`src/rtl/cnt_seq_ctrl.sv`:
```
// Two-counter accumulate sequencer: counts A and B together until B hits its limit,
// then A alone until A hits its limit, and offers A+B on a valid/ready handshake.
module cnt_seq_ctrl #(
  parameter int unsigned W = 4
) (
  input  logic         clk,
  input  logic         reset,
  input  logic         start,
  input  logic         abort,
  input  logic [W-1:0] lim_a,
  input  logic [W-1:0] lim_b,
  output logic [W-1:0] cnt_a,
  output logic [W-1:0] cnt_b,
  output logic [1:0]   phase,
  output logic         busy,
  output logic [W:0]   sum,
  output logic         sum_valid,
  input  logic         sum_ready,
  output logic         done
);

  typedef enum logic [1:0] {
    IDLE   = 2'd0,
    BOTH   = 2'd1,
    ONLY_A = 2'd2,
    RESULT = 2'd3
  } state_t;

  state_t       state;
  logic [W-1:0] lim_a_r;
  logic [W-1:0] lim_b_r;

  // phase mirrors the state register, so it is a flop output by construction
  assign phase = 2'(state);

  always_ff @(posedge clk or posedge reset) begin
    if (reset) begin
      state     <= IDLE;
      cnt_a     <= '0;
      cnt_b     <= '0;
      lim_a_r   <= '0;
      lim_b_r   <= '0;
      sum       <= '0;
      sum_valid <= 1'b0;
      busy      <= 1'b0;
      done      <= 1'b0;
    end else begin
      done <= 1'b0;
      if (abort) begin
        // abort freezes counters and drops any pending result without a done pulse
        state     <= IDLE;
        busy      <= 1'b0;
        sum_valid <= 1'b0;
      end else begin
        case (state)
          IDLE: begin
            if (start) begin
              lim_a_r <= lim_a;
              lim_b_r <= lim_b;
              cnt_a   <= '0;
              cnt_b   <= '0;
              busy    <= 1'b1;
              state   <= BOTH;
            end
          end
          BOTH: begin
            cnt_a <= cnt_a + W'(1);
            if (cnt_b == lim_b_r) begin
              state <= ONLY_A;
            end else begin
              cnt_b <= cnt_b + W'(1);
            end
          end
          ONLY_A: begin
            if (cnt_a == lim_a_r) begin
              sum       <= (W+1)'(cnt_a) + (W+1)'(cnt_b);
              sum_valid <= 1'b1;
              state     <= RESULT;
            end else begin
              cnt_a <= cnt_a + W'(1);
            end
          end
          RESULT: begin
            if (sum_valid && sum_ready) begin
              sum_valid <= 1'b0;
              done      <= 1'b1;
              busy      <= 1'b0;
              state     <= IDLE;
            end
          end
          default: begin
            state <= IDLE;
            busy  <= 1'b0;
          end
        endcase
      end
    end
  end

endmodule

```
`config.mk`:
```
export PLATFORM = sky130hd
export DESIGN_NAME = cnt_seq_ctrl
export DESIGN_NICKNAME = d
export VERILOG_FILES = /design/src/rtl/cnt_seq_ctrl.sv
export SDC_FILE = /design/constraint.sdc
export NUM_CORES = 1
export LEC_CHECK = 0
export ABC_AREA = 1
export CORE_MARGIN = 1
export CORE_UTILIZATION = 38
export DETAILED_ROUTE_END_ITERATION = 8
export PLACE_DENSITY = 0.64
export SYNTH_ARGS = -nofsm -noshare
export SYNTH_HDL_FRONTEND = slang
export SYNTH_SLANG_ARGS = --single-unit
```
`constraint.sdc`:
```
create_clock -name clk -period 4.3 [get_ports clk]
set_clock_uncertainty 0.1 [all_clocks]
set_input_delay 1.075 -clock clk [delete_from_list [all_inputs] [get_ports clk]]
set_output_delay 1.075 -clock clk [all_outputs]
set_load 0.02 [all_outputs]
```
==> results.yml, run 1 <==
detailed_routing:
  ant_nets: 0
  first_pass_iters: 4
  routed_via_density: 4.61
  wire_per_inst_um: 11.0
  route.detailed.drc: 0
  wl_um: 3050
  vias: 1276
  drt_iter0_drc: 30
cells_and_area:
  nets: 254
  area_growth_pct: 26.3
  drive_gt1_frac: 0.0524
  num_antenna_cells: 0
critical_path:
  cp-start-kind: "flop"
  r2r_slack_ns: 2.48
  cp.arrival_ns: 1.45
  path_class: "flop to output pin"
  crit_buf_inv: 1
  cp_slowest_cell: "clkdlybuf4s50_1"
  path_cells: "clkdlybuf4s50_1"
  required_ns: 3.12
  reg2regPathDepth: 7
  worstSetupEndpointType: "output pin"
  worstReg2RegEnd: "sum[1]$_DFFE_PP0P_"
  cp_top_family: "buffers and inverters"
  crit_path_max_fanout: 7
  r2r-start: "cnt_a[1]$_DFFE_PP0P_"
  max_stage_delay_ns: 0.66
clock_tree:
  root_buffer: "clkbuf_8"
  numCtsBuffers: 3
  hold_buffers: 0
  clkSlewWorstSetupHoldPaths_ns: 0.09
  clkSinkCount: 26
  clk-insertion-delay-late_ns: 0.27
  cts_buffer_depth: 2
  cts_tree: "done"
  ctsResizeCount: 0
  cts_setup_buffers: 0
  htreeDepth: 1
place:
  gp_congestion: 0.794
  hpwlAfterDp_um: 2320
  io_buffers: 30
power:
  p_leak_nw: 0.946
  p_int_mw: 0.580
  combPwrFrac: 0.449
  p_seq_frac: 0.389
  switching_share: 0.408
  p_per_area_mw_per_mm2: 506
  p_switching_mw: 0.400
  irDropWorstVdd_mv: 0.225
  power_frac_clock: 0.162
floorplan:
  fp.dieW_um: 65.5
  start_util: 0.407
  row_count: 22
  ioPinCount: 31
  dieArea_mm2: 0.00429
  fp.dieH_um: 65.5
  core_area_mm2: 0.00377
sta:
  fin_crit_ns: 2.62
  drv_slew: 0
  rsz0062_at_grt: "no"
  setup_tns_ns: 0
  hold_slack_ns: 0.394
  hold_viol: 0
  slew-limit-headroom: 0.351
  fin_crit_sh: 0.610
  setup_viol: 0
  timing.fmax_ghz: 0.381
  tightest_slew_ns: 0.972
synthesis:
  synth_top_family_by_area: "simple AND/OR/NAND/NOR gates"
  synthXorXnorAreaFrac: 0.0343
  ys_types: 21
  syn-mean-instance-area_um2: 7.79
  muxShareOfSynthArea: 0
  synthCells: 197
  yosysSeqAreaShare: 0.424
  syn_nets: 221
  netlist_area_mm2: 0.00153
  synth_fa_ha_area_frac: 0.0946
  ys_warn_count: 0
  yosys.area_share.simple: 0.255
  synth_compound_area_frac: 0.108
  synth-seq-cells: 26
flow_run:
  maxCapViolCount: 0
grt:
  grt_max_degree: 27
  overflow: 0
  grt.total_usage: 0.163
  grt_antenna_before_repair: 0
  grt_pass1_wl_um: 5330
  grt_pass1_vias: 1216
min_path:
  worstHoldStart: "sum[2]$_DFFE_PP0P_"
  min_path_type: "flop to flop"
  min_path_cells: 2
  min_to: "sum[2]$_DFFE_PP0P_"
status:
  outcome: "finished, final reports clean"
[cells by family (layout without fill, tap and decap cells)]
family	Yosys count	in the layout
AO/OA/AOI/OAI	26	26
XOR/XNOR	6	6
adder cells (fa/ha/maj)	11	11
buffers and inverters	33	65
flip-flops	26	26
AND/OR/NAND/NOR	95	95
[Yosys cell counts]
| cell | count | area [µm²] |
|---|---|---|
| o21a_1 | 1 | 7.51 |
| o21ai_4 | 1 | 16.3 |
| fa_1 | 1 | 20.0 |
| a22oi_1 | 1 | 7.51 |
| buf_2 | 1 | 5.00 |
| ha_1 | 10 | 125 |
| nand2_1 | 61 | 229 |
| a21oi_1 | 11 | 55.1 |
| xnor2_1 | 2 | 17.5 |
| nor2_2 | 1 | 6.26 |
| or2_1 | 1 | 6.26 |
| inv_1 | 31 | 116 |
| buf_4 | 1 | 7.51 |
| dfrtp_1 | 26 | 651 |
| nand4_1 | 6 | 37.5 |
| nor2_1 | 18 | 67.6 |
| o21ai_0 | 7 | 35.0 |
| nand3_1 | 7 | 35.0 |
| nand3_2 | 1 | 10.0 |
| xor2_1 | 4 | 35.0 |
| o21ai_2 | 5 | 43.8 |
[power by group through the flow]
stage | clock network, mW | registers, mW | logic (mW)
2_1_floorplan | 0 | 0.409 | 0.279
3_3_place_gp | 0 | 0.388 | 0.443
3_5_place_dp | 0 | 0.388 | 0.448
4_1_cts | 0.162 | 0.384 | 0.449
5_1_grt | 0.176 | 0.393 | 0.508
6_report | 0.159 | 0.382 | 0.440
[stage by stage]
step                cells  instance area [µm²]   util  power [mW]  setup slack, ns
floorplan             197                 1530      -       0.689             2.43
global placement      273                 1880  0.499       0.831             1.56
detailed placement    273                 1880  0.499       0.836             1.51
CTS                   277                 1940  0.514       0.994             1.67
global route          277                 1940  0.514        1.08             1.62
finish                277                 1940  0.514       0.980             1.68
[cell type report]
type | instances | area, µm²
repair buffers | 30 | 300
inverters | 31 | 116
fillers | 388 | 1830
well taps | 48 | 60.1
flip-flops and latches | 26 | 651
clock buffers | 4 | 55.1
multi-input cells | 138 | 754
[layout by cell type, fill, tap and decap left out, drive strengths merged]
cell type,count
nand2,61
inv,31
clkdlybuf4s50,30
dfrtp,26
nor2,19
o21ai,13
a21oi,11
ha,10
nand3,8
nand4,6
xor2,4
clkbuf,4
xnor2,2
or2,1
o21a,1
a22oi,1
fa,1
[routing by layer]
| layer | global-route usage | up-vias | routed length, µm |
|---|---|---|---|
| li1 | - | 681 | - |
| met1 | 0.210 | 571 | 1540 |
| met2 | 0.274 | 19 | 1380 |
| met3 | 0.0260 | 5 | 92 |
| met4 | 0.0598 | 0 | 40 |
| met5 | 0 | - | 0 |
[how the worst max path moves through the flow]
stage | start | end | slack [ns] | depth (start not counted)
after floorplan | start | phase[0]$_DFFE_PP0P_ | 2.43 | 5
after global placement | abort | sum[2]$_DFFE_PP0P_ | 1.56 | 5
after detailed placement | abort | sum[3]$_DFFE_PP0P_ | 1.51 | 4
after CTS | cnt_a[2]$_DFFE_PP0P_ | cnt_a[2] | 1.67 | 1
after global routing | cnt_a[2]$_DFFE_PP0P_ | cnt_a[2] | 1.62 | 1
final | cnt_a[2]$_DFFE_PP0P_ | cnt_a[2] | 1.68 | 1
[registers in the layout, indices dropped and copies added, names as in the netlist]
signal and flops:
lim_a_r 4, sum_valid 1, cnt_a 4, phase 2, done 1, busy 1, sum 5, cnt_b 4
lim_b_r 4
Power figures use the tool's default switching activity.
==> inputs of run 2 (changes only) <==
--- a/config.mk
+++ b/config.mk
@@ -9,7 +9,7 @@
 export CORE_MARGIN = 1
 export CORE_UTILIZATION = 38
 export DETAILED_ROUTE_END_ITERATION = 8
-export PLACE_DENSITY = 0.64
+export PLACE_DENSITY = 0.66
 export SYNTH_ARGS = -nofsm -noshare
 export SYNTH_HDL_FRONTEND = slang
 export SYNTH_SLANG_ARGS = --single-unit
==> constraint.sdc (replaced) <==
create_clock -name clk -period 2.2 [get_ports clk]
set_clock_uncertainty 0.1 [all_clocks]
set_input_delay 0.55 -clock clk [delete_from_list [all_inputs] [get_ports clk]]
set_output_delay 0.55 -clock clk [all_outputs]
set_load 0.02 [all_outputs]
==> run 2 against run 1 <==
Worst hold slack worse by 0.0039 ns. Core utilization up 1.6 points. Critical path depth unchanged. Clock power rose by 150%. First-iteration DRC count rose by 77%. Clock-buffer cell count down 1. Combinational power up 110%. Sequential cell count is the same. Non-clock buffer count up 6. Critical path type unchanged. Critical endpoint is now cnt_a[1]. Largest cell class unchanged. Largest power group unchanged. Highest routed layer unchanged.
==> results.yml, run 2 (same netlist as run 1, synthesis figures left out) <==
clock_tree:
  cts_buffer_depth: 2
  htreeDepth: 1
  clkSlewWorstSetupHoldPaths_ns: 0.10
  numCtsBuffers: 3
  cts_setup_buffers: 0
  clkSinkCount: 26
  hold_buffers: 0
  root_buffer: "clkbuf_8"
  cts_tree: "done"
  clk-insertion-delay-late_ns: 0.27
  ctsResizeCount: 0
sta:
  slew-limit-headroom: 0.773
  fin_crit_sh: 0.946
  setup_viol: 0
  hold_viol: 0
  timing.final.ws_setup_ns: 0.118
  setup_tns_ns: 0
  drv_slew: 0
  fin_crit_ns: 2.08
  rsz0062_at_grt: "no"
  tightest_slew_ns: 0.340
  timing.fmax_ghz: 0.480
grt:
  grt_max_degree: 27
  grt.total_usage: 0.163
  grt_pass1_vias: 1213
  grt_pass1_wl_um: 5440
  overflow: 0
  grt_antenna_before_repair: 0
critical_path:
  path_class: "flop to output pin"
  required_ns: 1.55
  path_cells: "clkdlybuf4s50_1"
  cp_top_family: "buffers and inverters"
  r2r_slack_ns: 0.48
  cp.depth: 1
  cp-start-kind: "flop"
  crit_buf_inv: 1
  worstSetupEndpointType: "output pin"
  max_stage_delay_ns: 0.67
  crit_path_max_fanout: 7
  cp.arrival_ns: 1.43
  reg2regPathDepth: 6
  cp_slowest_cell: "clkdlybuf4s50_1"
min_path:
  min_path_cells: 2
  min_path_type: "flop to flop"
detailed_routing:
  vias: 1331
  drt_iter0_drc: 53
  routed_via_density: 4.70
  route.detailed.drc: 0
  first_pass_iters: 4
  wl_um: 3120
  wire_per_inst_um: 11.0
  ant_nets: 0
place:
  hpwlAfterDp_um: 2440
  place_ws_ns: 0.191
  gp_congestion: 0.888
  io_buffers: 30
cells_and_area:
  largest_reg_flops: 5
  final_common_cell: "nand2_1"
  layout_common_cells: "nand2_1 (61), inv_1 (31), clkdlybuf4s50_1 (30), dfrtp_1 (26), nor2_1 (18)"
  largest_register: "sum"
  area_growth_pct: 30.3
  utilization: 0.530
  nets: 260
  drive_gt1_frac: 0.0766
  num_antenna_cells: 0
power:
  p_per_area_mw_per_mm2: 1020
  power_mw: 2.04
  irDropWorstVdd_mv: 0.401
  p_leak_nw: 0.983
flow_run:
  maxCapViolCount: 0
floorplan:
  ioPinCount: 31
  start_util: 0.407
  dieArea_mm2: 0.00429
  core_area_mm2: 0.00377
  fp.dieH_um: 65.5
  fp.dieW_um: 65.5
  row_count: 22
status:
  outcome: "finished, final reports clean"
run 2: final cells by class:
| type | count | area (µm²) |
|---|---|---|
| fill | 382 | 1770 |
| multi-input combinational | 138 | 754 |
| sequential | 26 | 651 |
| timing repair buffer | 36 | 345 |
| inverter | 31 | 116 |
| tap | 48 | 60.1 |
| clock buffer | 3 | 41.3 |
| clock inverter | 1 | 30.0 |
run 2: path summary, 6_finish.rpt:
| path | to | from |
|---|---|---|
| min in group asynchronous | lim_a_r[3]$_DFFE_PP0P_ | reset |
| worst min register to register | sum[1]$_DFFE_PP0P_ | sum[1]$_DFFE_PP0P_ |
| worst min-delay path | sum[1]$_DFFE_PP0P_ | sum[1]$_DFFE_PP0P_ |
| worst max-delay path | cnt_a[1] | cnt_a[1]$_DFFE_PP0P_ |
| max in group asynchronous | lim_b_r[0]$_DFFE_PP0P_ | reset |
| worst max register to register | sum[4]$_DFFE_PP0P_ | cnt_a[0]$_DFFE_PP0P_ |
run 2: layer usage:
| metal | global-route usage | vias to the layer above | part of all wire |
|---|---|---|---|
| met2 | 0.258 | 25 | 0.46 |
| met5 | 0 | - | 0 |
| met1 | 0.235 | 611 | 0.51 |
| met3 | 0.0208 | 2 | 0.032 |
| met4 | 0.0408 | 0 | 0.0026 |
| li1 | - | 693 | - |
run 2: power by group:
part | internal (mW) | switching (mW)
Clock | 0.243 | 0.150
Sequential | 0.615 | 0.129
Combinational | 0.375 | 0.531
run 2: metrics by stage:
stage | hold WS (ns) | cells | instance area [µm²]
2_1_floorplan | 0.406 | 197 | 1530
3_3_place_gp | 0.367 | 279 | 1930
3_5_place_dp | 0.374 | 279 | 1930
4_1_cts | 0.399 | 283 | 2000
5_1_grt | 0.407 | 283 | 2000
6_report | 0.390 | 283 | 2000
==> inputs of run 3 (changes only) <==
--- a/config.mk
+++ b/config.mk
@@ -8,7 +8,9 @@
 export ABC_AREA = 1
 export CORE_MARGIN = 1
 export CORE_UTILIZATION = 38
+export CTS_BUF_LIST = sky130_fd_sc_hd__clkbuf_8
 export DETAILED_ROUTE_END_ITERATION = 8
+export HOLD_SLACK_MARGIN = 0.02
 export PLACE_DENSITY = 0.66
 export SYNTH_ARGS = -nofsm -noshare
 export SYNTH_HDL_FRONTEND = slang
==> results of run 3 <==
Final layout, timing and power as in run 2 (identical DEF).
